==> config.mk <==
export PLATFORM = sky130hd
export DESIGN_NAME = lc3_regfile_bank
export DESIGN_NICKNAME = d
export VERILOG_FILES = /design/src/rtl/lc3_pkg.sv /design/src/rtl/lc3_sp_bank.sv /design/src/rtl/lc3_regfile_bank.sv
export SDC_FILE = /design/constraint.sdc
export NUM_CORES = 1
export LEC_CHECK = 0
export CORE_ASPECT_RATIO = 0.9
export CORE_UTILIZATION = 50
export DETAILED_ROUTE_END_ITERATION = 7
export PLACE_DENSITY_LB_ADDON = 0.12
export SYNTH_ARGS = -nofsm -noshare
export SYNTH_HDL_FRONTEND = slang
export SYNTH_SLANG_ARGS = --single-unit
export TNS_END_PERCENT = 1
==> constraint.sdc <==
create_clock -name clk -period 2.4 [get_ports clk]
set_input_delay 0.24 -clock clk [delete_from_list [all_inputs] [get_ports clk]]
set_output_delay 0.24 -clock clk [all_outputs]
set_load 0.02 [all_outputs]
==> src/rtl/lc3_pkg.sv <==
// rtl/lc3_pkg.sv - shared LC-3 register file constants and swap FSM encoding
package lc3_pkg;

  localparam int              LC3_DATA_W   = 16;
  localparam int              LC3_NUM_REGS = 8;
  localparam int              LC3_SP_IDX   = 6;
  localparam logic [15:0]     LC3_USP_INIT = 16'h7000;
  localparam logic [15:0]     LC3_SSP_INIT = 16'h3000;

  localparam logic [1:0]      SW_IDLE = 2'd0;
  localparam logic [1:0]      SW_SAVE = 2'd1;
  localparam logic [1:0]      SW_LOAD = 2'd2;

endpackage

==> src/rtl/lc3_sp_bank.sv <==
// rtl/lc3_sp_bank.sv - banked USP/SSP storage and the privilege-change swap FSM
module lc3_sp_bank
  import lc3_pkg::*;
#(
  parameter int                DATA_W   = LC3_DATA_W,
  parameter logic [DATA_W-1:0] USP_INIT = LC3_USP_INIT,
  parameter logic [DATA_W-1:0] SSP_INIT = LC3_SSP_INIT
) (
  input  logic              clk,
  input  logic              rst_n,
  input  logic              sp_swap_req,
  input  logic              sp_to_super,
  input  logic              sp_wr_pending,
  input  logic [DATA_W-1:0] sp_cur,
  output logic              sp_swap_ack,
  output logic              sp_swap_busy,
  output logic              priv_super,
  output logic              sp_load_en,
  output logic [DATA_W-1:0] sp_load_data
);

  logic [1:0]        state_q, state_d;
  logic [DATA_W-1:0] saved_usp_q, saved_usp_d;
  logic [DATA_W-1:0] saved_ssp_q, saved_ssp_d;
  logic              priv_q, priv_d;
  logic              ack_q, ack_d;

  always_comb begin
    state_d      = state_q;
    saved_usp_d  = saved_usp_q;
    saved_ssp_d  = saved_ssp_q;
    priv_d       = priv_q;
    ack_d        = 1'b0;
    sp_load_en   = 1'b0;
    sp_load_data = sp_to_super ? saved_ssp_q : saved_usp_q;
    case (state_q)
      SW_IDLE: begin
        // ack_q blocks a held request from re-firing in the ack cycle
        if (sp_swap_req && !ack_q) begin
          if (sp_to_super == priv_q) begin
            ack_d = 1'b1;
          end else if (!sp_wr_pending) begin
            state_d = SW_SAVE;
          end
        end
      end
      SW_SAVE: begin
        if (priv_q) saved_ssp_d = sp_cur;
        else        saved_usp_d = sp_cur;
        state_d = SW_LOAD;
      end
      SW_LOAD: begin
        sp_load_en = 1'b1;
        priv_d     = sp_to_super;
        ack_d      = 1'b1;
        state_d    = SW_IDLE;
      end
      default: state_d = SW_IDLE;
    endcase
  end

  always_ff @(posedge clk or negedge rst_n) begin
    if (!rst_n) begin
      state_q     <= SW_IDLE;
      saved_usp_q <= USP_INIT;
      saved_ssp_q <= SSP_INIT;
      priv_q      <= 1'b0;
      ack_q       <= 1'b0;
    end else begin
      state_q     <= state_d;
      saved_usp_q <= saved_usp_d;
      saved_ssp_q <= saved_ssp_d;
      priv_q      <= priv_d;
      ack_q       <= ack_d;
    end
  end

  assign sp_swap_ack  = ack_q;
  assign sp_swap_busy = (state_q != SW_IDLE);
  assign priv_super   = priv_q;

endmodule

==> src/rtl/lc3_regfile_bank.sv <==
// rtl/lc3_regfile_bank.sv - LC-3 register file with banked stack pointer and busy scoreboard
module lc3_regfile_bank
  import lc3_pkg::*;
#(
  parameter int                DATA_W   = LC3_DATA_W,
  parameter int                NUM_REGS = LC3_NUM_REGS,
  parameter int                ADDR_W   = $clog2(NUM_REGS),
  parameter int                SP_IDX   = LC3_SP_IDX,
  parameter logic [DATA_W-1:0] USP_INIT = LC3_USP_INIT,
  parameter logic [DATA_W-1:0] SSP_INIT = LC3_SSP_INIT,
  parameter bit                BYPASS   = 1'b1
) (
  input  logic                clk,
  input  logic                rst_n,
  input  logic                ld_reg,
  input  logic [ADDR_W-1:0]   dr,
  input  logic [DATA_W-1:0]   bus,
  input  logic [ADDR_W-1:0]   sr1,
  input  logic [ADDR_W-1:0]   sr2,
  output logic [DATA_W-1:0]   sr1out,
  output logic [DATA_W-1:0]   sr2out,
  input  logic                sp_swap_req,
  input  logic                sp_to_super,
  output logic                sp_swap_ack,
  output logic                sp_swap_busy,
  output logic                priv_super,
  input  logic                claim_valid,
  input  logic [ADDR_W-1:0]   claim_reg,
  output logic [NUM_REGS-1:0] busy_vec,
  output logic                sr1_busy,
  output logic                sr2_busy
);

  localparam logic [ADDR_W-1:0] SP_A = ADDR_W'(SP_IDX);

  logic [DATA_W-1:0]   regs_q [NUM_REGS];
  logic [DATA_W-1:0]   regs_d [NUM_REGS];
  logic [NUM_REGS-1:0] busy_q, busy_d;
  logic                user_wr;
  logic                sp_load_en;
  logic [DATA_W-1:0]   sp_load_data;

  lc3_sp_bank #(
    .DATA_W   (DATA_W),
    .USP_INIT (USP_INIT),
    .SSP_INIT (SSP_INIT)
  ) u_sp_bank (
    .clk           (clk),
    .rst_n         (rst_n),
    .sp_swap_req   (sp_swap_req),
    .sp_to_super   (sp_to_super),
    .sp_wr_pending (ld_reg && (dr == SP_A)),
    .sp_cur        (regs_q[SP_A]),
    .sp_swap_ack   (sp_swap_ack),
    .sp_swap_busy  (sp_swap_busy),
    .priv_super    (priv_super),
    .sp_load_en    (sp_load_en),
    .sp_load_data  (sp_load_data)
  );

  // A write to SP while a swap is in flight is dropped, and so is not forwarded either
  assign user_wr = ld_reg && !(sp_swap_busy && (dr == SP_A));

  always_comb begin
    regs_d = regs_q;
    if (user_wr) regs_d[dr] = bus;
    if (sp_load_en) regs_d[SP_A] = sp_load_data;
  end

  always_comb begin
    busy_d = busy_q;
    for (int i = 0; i < NUM_REGS; i++) begin
      if (claim_valid && (claim_reg == ADDR_W'(i)))  busy_d[i] = 1'b1;
      else if (ld_reg && (dr == ADDR_W'(i)))         busy_d[i] = 1'b0;
    end
  end

  always_ff @(posedge clk or negedge rst_n) begin
    if (!rst_n) begin
      for (int i = 0; i < NUM_REGS; i++) begin
        regs_q[i] <= (i == SP_IDX) ? USP_INIT : '0;
      end
      busy_q <= '0;
    end else begin
      regs_q <= regs_d;
      busy_q <= busy_d;
    end
  end

  assign sr1out   = (BYPASS && user_wr && (dr == sr1)) ? bus : regs_q[sr1];
  assign sr2out   = (BYPASS && user_wr && (dr == sr2)) ? bus : regs_q[sr2];
  assign busy_vec = busy_q;
  assign sr1_busy = busy_q[sr1];
  assign sr2_busy = busy_q[sr2];

endmodule
# == Yosys cells after proc, flatten, opt, wreduce, memory -nomap -nowiden ==
# Cells that the tools add are included.
# totals
ff_bits,172
out_inout_bits,45
# op_classes
magnitude_cmp,6
eq_ne,22
n_mux,42
n_bitwise,4
n_reduce_logical,40
# ops
operator,count
16-bit 2-to-1 mux,9
128-bit bitwise mux,1
16-bit binary-select mux with 3-bit select,2
16-bit demux with 3-bit select,1
32-bit 2-to-1 mux,1
"3-bit == test, second input constant",8
1-bit logical AND,22
1-bit 2-to-1 mux,21
2-bit nonzero test,10
"3-bit by 2-bit == test with 1-bit output, second input constant",4
"4-bit >= comparator, second input constant",3
3-bit inverter with 4-bit output,3
"3-bit by 4-bit less-than comparator with 1-bit output, second input constant",2
1-bit binary-select mux with 3-bit select,2
"3-bit by 1-bit == test with 1-bit output, second input constant",2
3-bit == test,2
3-bit zero test,2
2-bit 2-to-1 mux,3
"4-bit by 1-bit less-than comparator with 1-bit output, second input constant",1
"2-bit inequality test, second input constant",2
2-bit one-hot mux with 2 select lines,1
2-bit AND reduction,2
3-bit AND reduction,1
"2-bit by 1-bit == test with 1-bit output, second input constant",1
7 further kinds,8

# == Depth between registers and ports, before layout ==
# Gate-level depths: netlist (run 1).
# depth
word_depth,8
ltp_mapped,7
mapped_depth_nobuf,4

# == Cells and area by module ==
# A second synthesis (run 1) with hierarchy kept.
# hier_totals
hier_cells,626
hier_area_um2,9655.5
# by_module_without_submodules
mod,n_inst,cells_each,area_per_inst_um2
lc3_regfile_bank,1,527,8074.0
lc3_sp_bank,1,99,1581.5

# == Worst setup path before layout (run 1) ==
# Ideal clock, no wire load.
# synth_timing
kind,reg-to-output
from,register u_sp_bank.state_q[0]
to,output port sr1out[10]
t_arrival_ps,1785
t_required_ps,2160
slack_ps,375
path_stages_with_launch,6
cell_sequence,dfrtp_1 -> nor2_1 -> o21ai_2 -> nor4_4 -> buf_6 -> mux2_2
# synth_between
elab_chain_len,6
# synth_lines
element,line,rtl
"start, declared",lc3_sp_bank.sv:22,"logic [1:0] state_q, state_d;"
"start signal, assigned",lc3_sp_bank.sv:70,state_q <= state_d;
2-bit nonzero test,lc3_sp_bank.sv:79,assign sp_swap_busy = (state_q != SW_IDLE);
1-bit logical AND,lc3_regfile_bank.sv:62,assign user_wr = ld_reg && !(sp_swap_busy && (dr == SP_A));
1-bit zero test,lc3_regfile_bank.sv:62,
1-bit logical AND,lc3_regfile_bank.sv:62,
1-bit logical AND,lc3_regfile_bank.sv:90,assign sr1out = (BYPASS && user_wr && (dr == sr1)) ? bus : regs_q[sr1];
16-bit 2-to-1 mux,lc3_regfile_bank.sv:90,
"end, declared",lc3_regfile_bank.sv:20,"output logic [DATA_W-1:0] sr1out,"
# No other way between the ends.

# == Worst setup path after layout (run 1) ==
# layout_timing
from,register u_sp_bank.state_q[1]
to,output port sr1out[6]
# Same word-level chain as after synthesis.

==> impl_metrics.py, run 1 <==
metrics = {
    "worst_setup_path": {
        "critPathRequiredTime_ps": 2160,
        "cp-end-kind": "output pin",
        "crit_type": "reg2out",
        "r2r_start": "u_sp_bank.state_q[1]$_DFFE_PN0P_",
        "reg2reg_depth": 6,
        "ff2ff_setup_slack_ps": 590,
        "start_kind": "register",
        "cp_max_fo": 6,
        "crit_arrival_ps": 2190,
        "r2r_end": "u_sp_bank.saved_usp_q[4]$_DFFE_PN0P_",
    },
    "synthesis": {
        "ys_types": 31,
        "syn_nets": 647,
        "yosysWarnings": 0,
        "synth_top_family_by_area": "multiplexers",
        "synth_seq_cells": 172,
        "yosys.area_share.simple_pct": 3.190,
        "synth_compound_area_share_pct": 2.331,
        "synth_cells": 613,
        "yosysSeqAreaShare_pct": 44.90,
        "synthMuxAreaShare_pct": 44.99,
        "avgSynthCellArea_um2": 15.68,
        "synth-xor-area-share_pct": 0.6380,
        "syn_area_mm2": 0.009609,
        "synthAdderAreaFrac_pct": 0,
    },
    "clock_network": {
        "numCtsBuffers": 17,
        "numClockSinks": 172,
        "cts_tree": "yes",
        "h-tree-depth": 4,
        "ctsLongestPathBuffers": 2,
        "clockRootBuffer": "clkbuf_16",
        "clk_latency_ps": 430,
        "clk_pin_slew_ps": 60,
    },
    "sta": {
        "worst_pin_slew_ps": 704.5,
        "fmax_ghz": 0.4120,
        "drv_slew": 0,
        "hold_viol": 0,
        "period_needed_ps": 2427,
        "setup_ws_ps": -27.05,
        "fin_skew_ps": 9.512,
        "fin_hold_ws_ps": 413.6,
        "rsz0062_at_grt": "true",
        "tns_ps": -253.7,
        "slew_headroom_pct": 53.03,
        "setup_viol": 15,
        "fin_crit_sh_pct": 101.1,
    },
    "grt": {
        "antenna_found_initial": 0,
        "grt_pass1_wl_um": 38140,
        "grt_start_max_net_pins": 73,
        "grt_pass1_vias": 6428,
        "grt.total_usage_pct": 26.62,
        "grt.overflow.total": 0,
    },
    "power": {
        "seqPwrFrac_pct": 41.2,
        "p_per_area_mw_per_mm2": 914.3,
        "ir_drop_mv": 0.4969,
        "p_leak_nw": 5.133,
        "p_switching_mw": 3.329,
        "p_sw_share_pct": 31.29,
        "cell_internal_pwr_mw": 7.308,
        "combPwrFrac_pct": 34.1,
        "clkPwrFrac_pct": 24.7,
    },
    "die": {
        "ios": 79,
        "die_area_mm2": 0.01978,
        "die_y_um": 133.5,
        "core-area_mm2": 0.01858,
        "initial_core_util_pct": 51.71,
        "rows": 47,
        "die_w_um": 148.1,
    },
    "detailed_routing": {
        "via_per_inst": 6.220,
        "drt_iter0_drc": 327,
        "postRouteAntennaNets": 0,
        "post-route-drc-count": 0,
        "drtPass1Iterations": 5,
        "post_drt_wl_per_cell_um": 25.42,
        "route.vias.total": 6089,
        "wl_um": 24890,
    },
    "finish": {
        "synthToLayoutAreaGrowth_pct": 21.07,
        "num_antenna_cells": 0,
        "layout-drive-gt1-share_pct": 49.59,
        "finish.net_count": 755,
    },
    "outcome": {
        "violations": "negative setup slack",
        "status": "finished with violations",
    },
    "run": {
        "cap_violations": 0,
    },
    "min_path": {
        "min-delay-path-class": "in2async",
    },
    "placed_design": {
        "io_buffers": 78,
        "dpl.hpwl_um": 16940,
        "place_congestion": 0.7739,
    },
}
per-layer routing:
metal | GRT usage [%] | share of wire (%) | up-vias
li1 | - | - | 2622
met1 | 37.01 | 44 | 3256
met2 | 42.96 | 50 | 175
met3 | 4.178 | 4.6 | 36
met4 | 8.763 | 1.6 | 0
met5 | 0 | 0 | -
power by group through the flow:
stage	Combinational (mW)	Clock (mW)	Sequential, mW
after floorplan	2.37	0	4.25
after global placement	3.50	0	4.31
after detailed placement	3.58	0	4.41
after CTS	3.46	2.68	4.36
after global routing	3.86	2.80	4.49
final	3.63	2.63	4.38
worst max path at each step:
stage,from,to,slack [ps],cells after the start
global route,u_sp_bank.state_q[1]$_DFFE_PN0P_,sr1out[7],-90,7
CTS,u_sp_bank.state_q[0]$_DFFE_PN0P_,sr1out[3],-20,7
floorplan,u_sp_bank.state_q[0]$_DFFE_PN0P_,sr1out[10],370,5
detailed placement,sr1[1],sr1out[12],-470,6
global placement,sr1[1],sr1out[12],-480,6
finish,u_sp_bank.state_q[1]$_DFFE_PN0P_,sr1out[6],-30,7
final cells by class:
cell class,count,area [um^2]
fill,1434,6949
timing repair buffer,148,1446
tap,245,306.5
clock buffer,20,456.7
clock inverter,12,105.1
sequential,172,4314
multi-input combinational,377,4986
inverter,5,18.77
through the flow:
stage,worst slack (ps),cell area [um^2],std cells,power [mW],utilization [%]
floorplan,374.7,9609,613,6.622,-
global placement,-478.8,10940,941,7.818,58.89
detailed placement,-472.8,10940,941,7.989,58.89
CTS,-18.97,11460,977,10.50,61.68
global route,-89.59,11630,979,11.15,62.60
finish,-27.05,11630,979,10.64,62.60
worst max-delay path, cell delays in order, from the launching register on:
cell and delay (ps):
dfrtp_1 400, nor2_4 210, o21ai_4 110, nor4_4 250, buf_4 190, buf_12 150, mux2_4 310, buf_6 130
flip-flops by register name, summed over array words and instances, names as in the netlist:
name / count
regs_q: 128
u_sp_bank.saved_ssp_q: 16
u_sp_bank.sp_swap_ack: 1
u_sp_bank.state_q: 2
u_sp_bank.saved_usp_q: 16
busy_vec: 8
u_sp_bank.priv_super: 1
synthesized netlist by cell type:
cell / n / area [um^2]
a21oi_1: 1 / 5.000
a221o_1: 16 / 160.2
buf_1: 22 / 82.58
buf_2: 13 / 65.06
buf_4: 5 / 37.54
buf_6: 14 / 157.7
clkbuf_1: 5 / 18.77
dfrtp_1: 164 / 4104
dfstp_2: 8 / 210.2
inv_1: 5 / 18.77
mux2_2: 211 / 2376
mux2i_1: 16 / 160.2
mux4_1: 68 / 1787
nand2_1: 8 / 30.03
nand2b_1: 5 / 31.28
nand3_1: 1 / 5.000
nand3b_1: 1 / 7.510
nand4_1: 1 / 6.260
nand4b_1: 3 / 26.28
nor2_1: 19 / 71.32
nor2b_1: 4 / 25.02
nor3_2: 2 / 20.02
nor3_4: 1 / 16.27
nor3b_2: 2 / 25.02
nor4_4: 2 / 42.54
o21ai_0: 4 / 20.02
o21ai_2: 1 / 8.760
o22ai_1: 2 / 12.51
o32ai_1: 2 / 17.52
xnor2_1: 1 / 8.760
xor2_1: 6 / 52.55
cell usage in the layout, fill, tap and decap left out, types with 5 or more instances in the layout:
cell type / n
a221o_1: 16
buf_12: 11
buf_2: 17
buf_4: 45
buf_6: 28
clkbuf_16: 18
clkdlybuf4s50_1: 37
dfrtp_1: 164
dfstp_2: 8
dlygate4sd2_1: 6
inv_1: 5
mux2_2: 195
mux2_4: 16
mux2i_1: 16
mux4_1: 67
nand2_1: 8
nand2b_1: 5
nor2_1: 18
xor2_1: 6
kinds of logic after synthesis:
group                     Yosys count
muxes                             295
DFF                               172
buffers and inverters              64
and+or+nand+nor                    49
AOI/OAI and AO/OA                  26
xor gates and xnor gates            7
timing repair:
action                     4_1_cts  5_1_grt
setup buffers                    2        2
resized for setup              151       53
setup endpoints to repair       34       25
cloned                           1        0
hold buffers                     1        0
hold endpoints to repair        63        0
pin swaps                        3        3
(Power assumes the default switching activity.)
==> inputs of run 2 (changes only) <==
DONT_BUFFER_PORTS = 1   (was not set)
==> run 2 against run 1 <==
The run ends with negative hold slack left. Clock skew grew 2.3 ps. Worst setup slack better by 140 ps. Core utilization fell by 5.1 points. Critical endpoint is now sr1out[13]. Critical path type unchanged.
==> impl_metrics.py, run 2 (synthesis gave the netlist of run 1 again) <==
metrics = {
    "finish": {
        "ff_latch_area_mm2": 0.004317,
        "max_flop_register": "regs_q",
        "layout-drive-gt1-share_pct": 45.74,
        "reg.largest.list": "regs_q x128, u_sp_bank.saved_ssp_q x16, u_sp_bank.saved_usp_q x16",
        "synthToLayoutAreaGrowth_pct": 11.12,
        "fin_util_pct": 57.46,
        "num_antenna_cells": 0,
        "largest_reg_flops": 128,
        "final_common_cell": "mux2_2",
        "multiInputGateArea_mm2": 0.005001,
        "finish.net_count": 655,
        "fillerInstances": 1465,
        "final_cell_mix": "197 x mux2_2, 162 x dfrtp_1, 68 x mux4_1",
    },
    "die": {
        "rows": 47,
        "die_w_um": 148.1,
        "die_y_um": 133.5,
        "core-area_mm2": 0.01858,
        "ios": 79,
        "die_area_mm2": 0.01978,
        "initial_core_util_pct": 51.71,
    },
    "sta": {
        "fmax_ghz": 0.4366,
        "period_needed_ps": 2290,
        "drv_slew": 0,
        "setup_ws_ps": 109.8,
        "fin_crit_sh_pct": 95.42,
        "fin_hold_ws_ps": -498.9,
        "rsz0062_at_grt": "true",
        "fin_skew_ps": 11.79,
        "slew_headroom_pct": 30.67,
        "setup_viol": 0,
        "hold_viol": 172,
        "worst_pin_slew_ps": 1038,
        "tns_ps": 0,
    },
    "placed_design": {
        "place_congestion": 0.7375,
        "dp_slack_ps": 307.3,
        "io_buffers": 0,
        "dpl.hpwl_um": 14590,
    },
    "clock_network": {
        "clockRootBuffer": "clkbuf_16",
        "numCtsBuffers": 17,
        "cts_tree": "yes",
        "cts.hold.buffers_added": 20,
        "h-tree-depth": 4,
        "clk_pin_slew_ps": 70,
        "clk_latency_ps": 430,
        "numClockSinks": 172,
        "ctsLongestPathBuffers": 2,
    },
    "power": {
        "combPwrFrac_pct": 28.1,
        "power_mw": 10.13,
        "seqPwrFrac_pct": 43.9,
        "p_leak_nw": 4.622,
        "p_sw_share_pct": 29.56,
        "ir_drop_mv": 0.5403,
        "p_per_area_mw_per_mm2": 949.1,
        "p_switching_mw": 2.995,
        "cell_internal_pwr_mw": 7.138,
        "clkPwrFrac_pct": 28.1,
    },
    "worst_setup_path": {
        "critPathRequiredTime_ps": 2160,
        "slowest_stage": "dfrtp_2",
        "cp-end-kind": "output pin",
        "cpPeakStageDelay_ps": 440,
        "crit_type": "reg2out",
        "critical_path.cell_chain": "nor2_4 > o21ai_4 > nor4_4 > buf_4 > mux2_2",
        "crit_arrival_ps": 2050,
        "path_buf_inv": 1,
        "start_kind": "register",
        "cp_max_fo": 5,
        "cp_top_family": "simple AND/OR/NAND/NOR gates",
    },
    "detailed_routing": {
        "wl_um": 24220,
        "post-route-drc-count": 0,
        "post_drt_wl_per_cell_um": 27.56,
        "route.vias.total": 5675,
        "via_per_inst": 6.456,
        "drtPass1Iterations": 4,
        "drt_iter0_drc": 350,
        "postRouteAntennaNets": 0,
    },
    "grt": {
        "grt_start_max_net_pins": 173,
        "antenna_found_initial": 1,
        "grt_pass1_vias": 6131,
        "grt.total_usage_pct": 26.24,
        "grt.overflow.total": 0,
        "grt_pass1_wl_um": 37490,
    },
    "outcome": {
        "status": "finished with violations",
        "violations": "negative hold slack",
    },
    "run": {
        "cap_violations": 0,
    },
    "min_path": {
        "min-delay-path-class": "in2async",
    },
}
## run 2: metrics by stage
stage,area [um^2],instances
3_3_place_gp,9753,823
3_5_place_dp,9753,823
4_1_cts,10600,878
6_report,10680,879
2_1_floorplan,9609,613
5_1_grt,10680,879
## run 2: worst reg2reg max path, cell delays in order, from the launching register on
cell and delay [ps]:
dfrtp_2 460, nand2b_1 110, nor2b_1 820, buf_4 310, a221o_1 160
## run 2: final timing paths
kind	to	depth (start not counted)	slack [ps]	start
worst max-delay path	sr1out[13]	5	110	u_sp_bank.state_q[0]$_DFFE_PN0P_
worst min-delay path	regs_q[65]$_DFFE_PN0P_	0	-500	rst_n
worst max register to register	regs_q[22]$_DFFE_PN0P_	4	480	u_sp_bank.state_q[1]$_DFFE_PN0P_
worst min register to register	u_sp_bank.saved_usp_q[10]$_DFFE_PN0P_	1	510	u_sp_bank.saved_usp_q[10]$_DFFE_PN0P_
max in group asynchronous	regs_q[28]$_DFFE_PN1P_	0	2650	rst_n
min in group clk	busy_vec[4]$_DFFE_PN0P_	2	30	claim_reg[1]
## run 2: cell type report
| type | count | area share (%) |
|---|---|---|
| Multi-Input combinational cell | 377 | 46.84 |
| Clock inverter | 14 | 1.594 |
| Inverter | 5 | 0.1758 |
| Tap cell | 245 | 2.871 |
| Timing Repair Buffer | 48 | 3.984 |
| Clock buffer | 18 | 4.113 |
| Sequential cell | 172 | 40.43 |
## run 2: layer usage
layer / up-vias / part of all wire (%) / GRT usage (%)
met5: - / 0 / 0
met4: 0 / 1.3 / 8.018
met3: 31 / 6.7 / 6.473
met2: 177 / 49 / 41.71
met1: 3042 / 43 / 35.69
li1: 2425 / - / -
## run 2: repair_timing
action                     CTS  global route
hold endpoints to repair   309           172
gates cloned                 2             0
gates resized for setup      7            18
setup endpoints to repair   29            18
pin swaps                    2             2
buffers inserted             1             1
## run 2: power groups by stage
stage / combinational [mW] / sequential [mW] / clock [mW]
2_1_floorplan: 2.37 / 4.25 / 0
3_3_place_gp: 2.63 / 4.40 / 0
3_5_place_dp: 2.70 / 4.49 / 0
4_1_cts: 2.79 / 4.44 / 2.89
5_1_grt: 3.03 / 4.58 / 3.02
6_report: 2.84 / 4.45 / 2.84
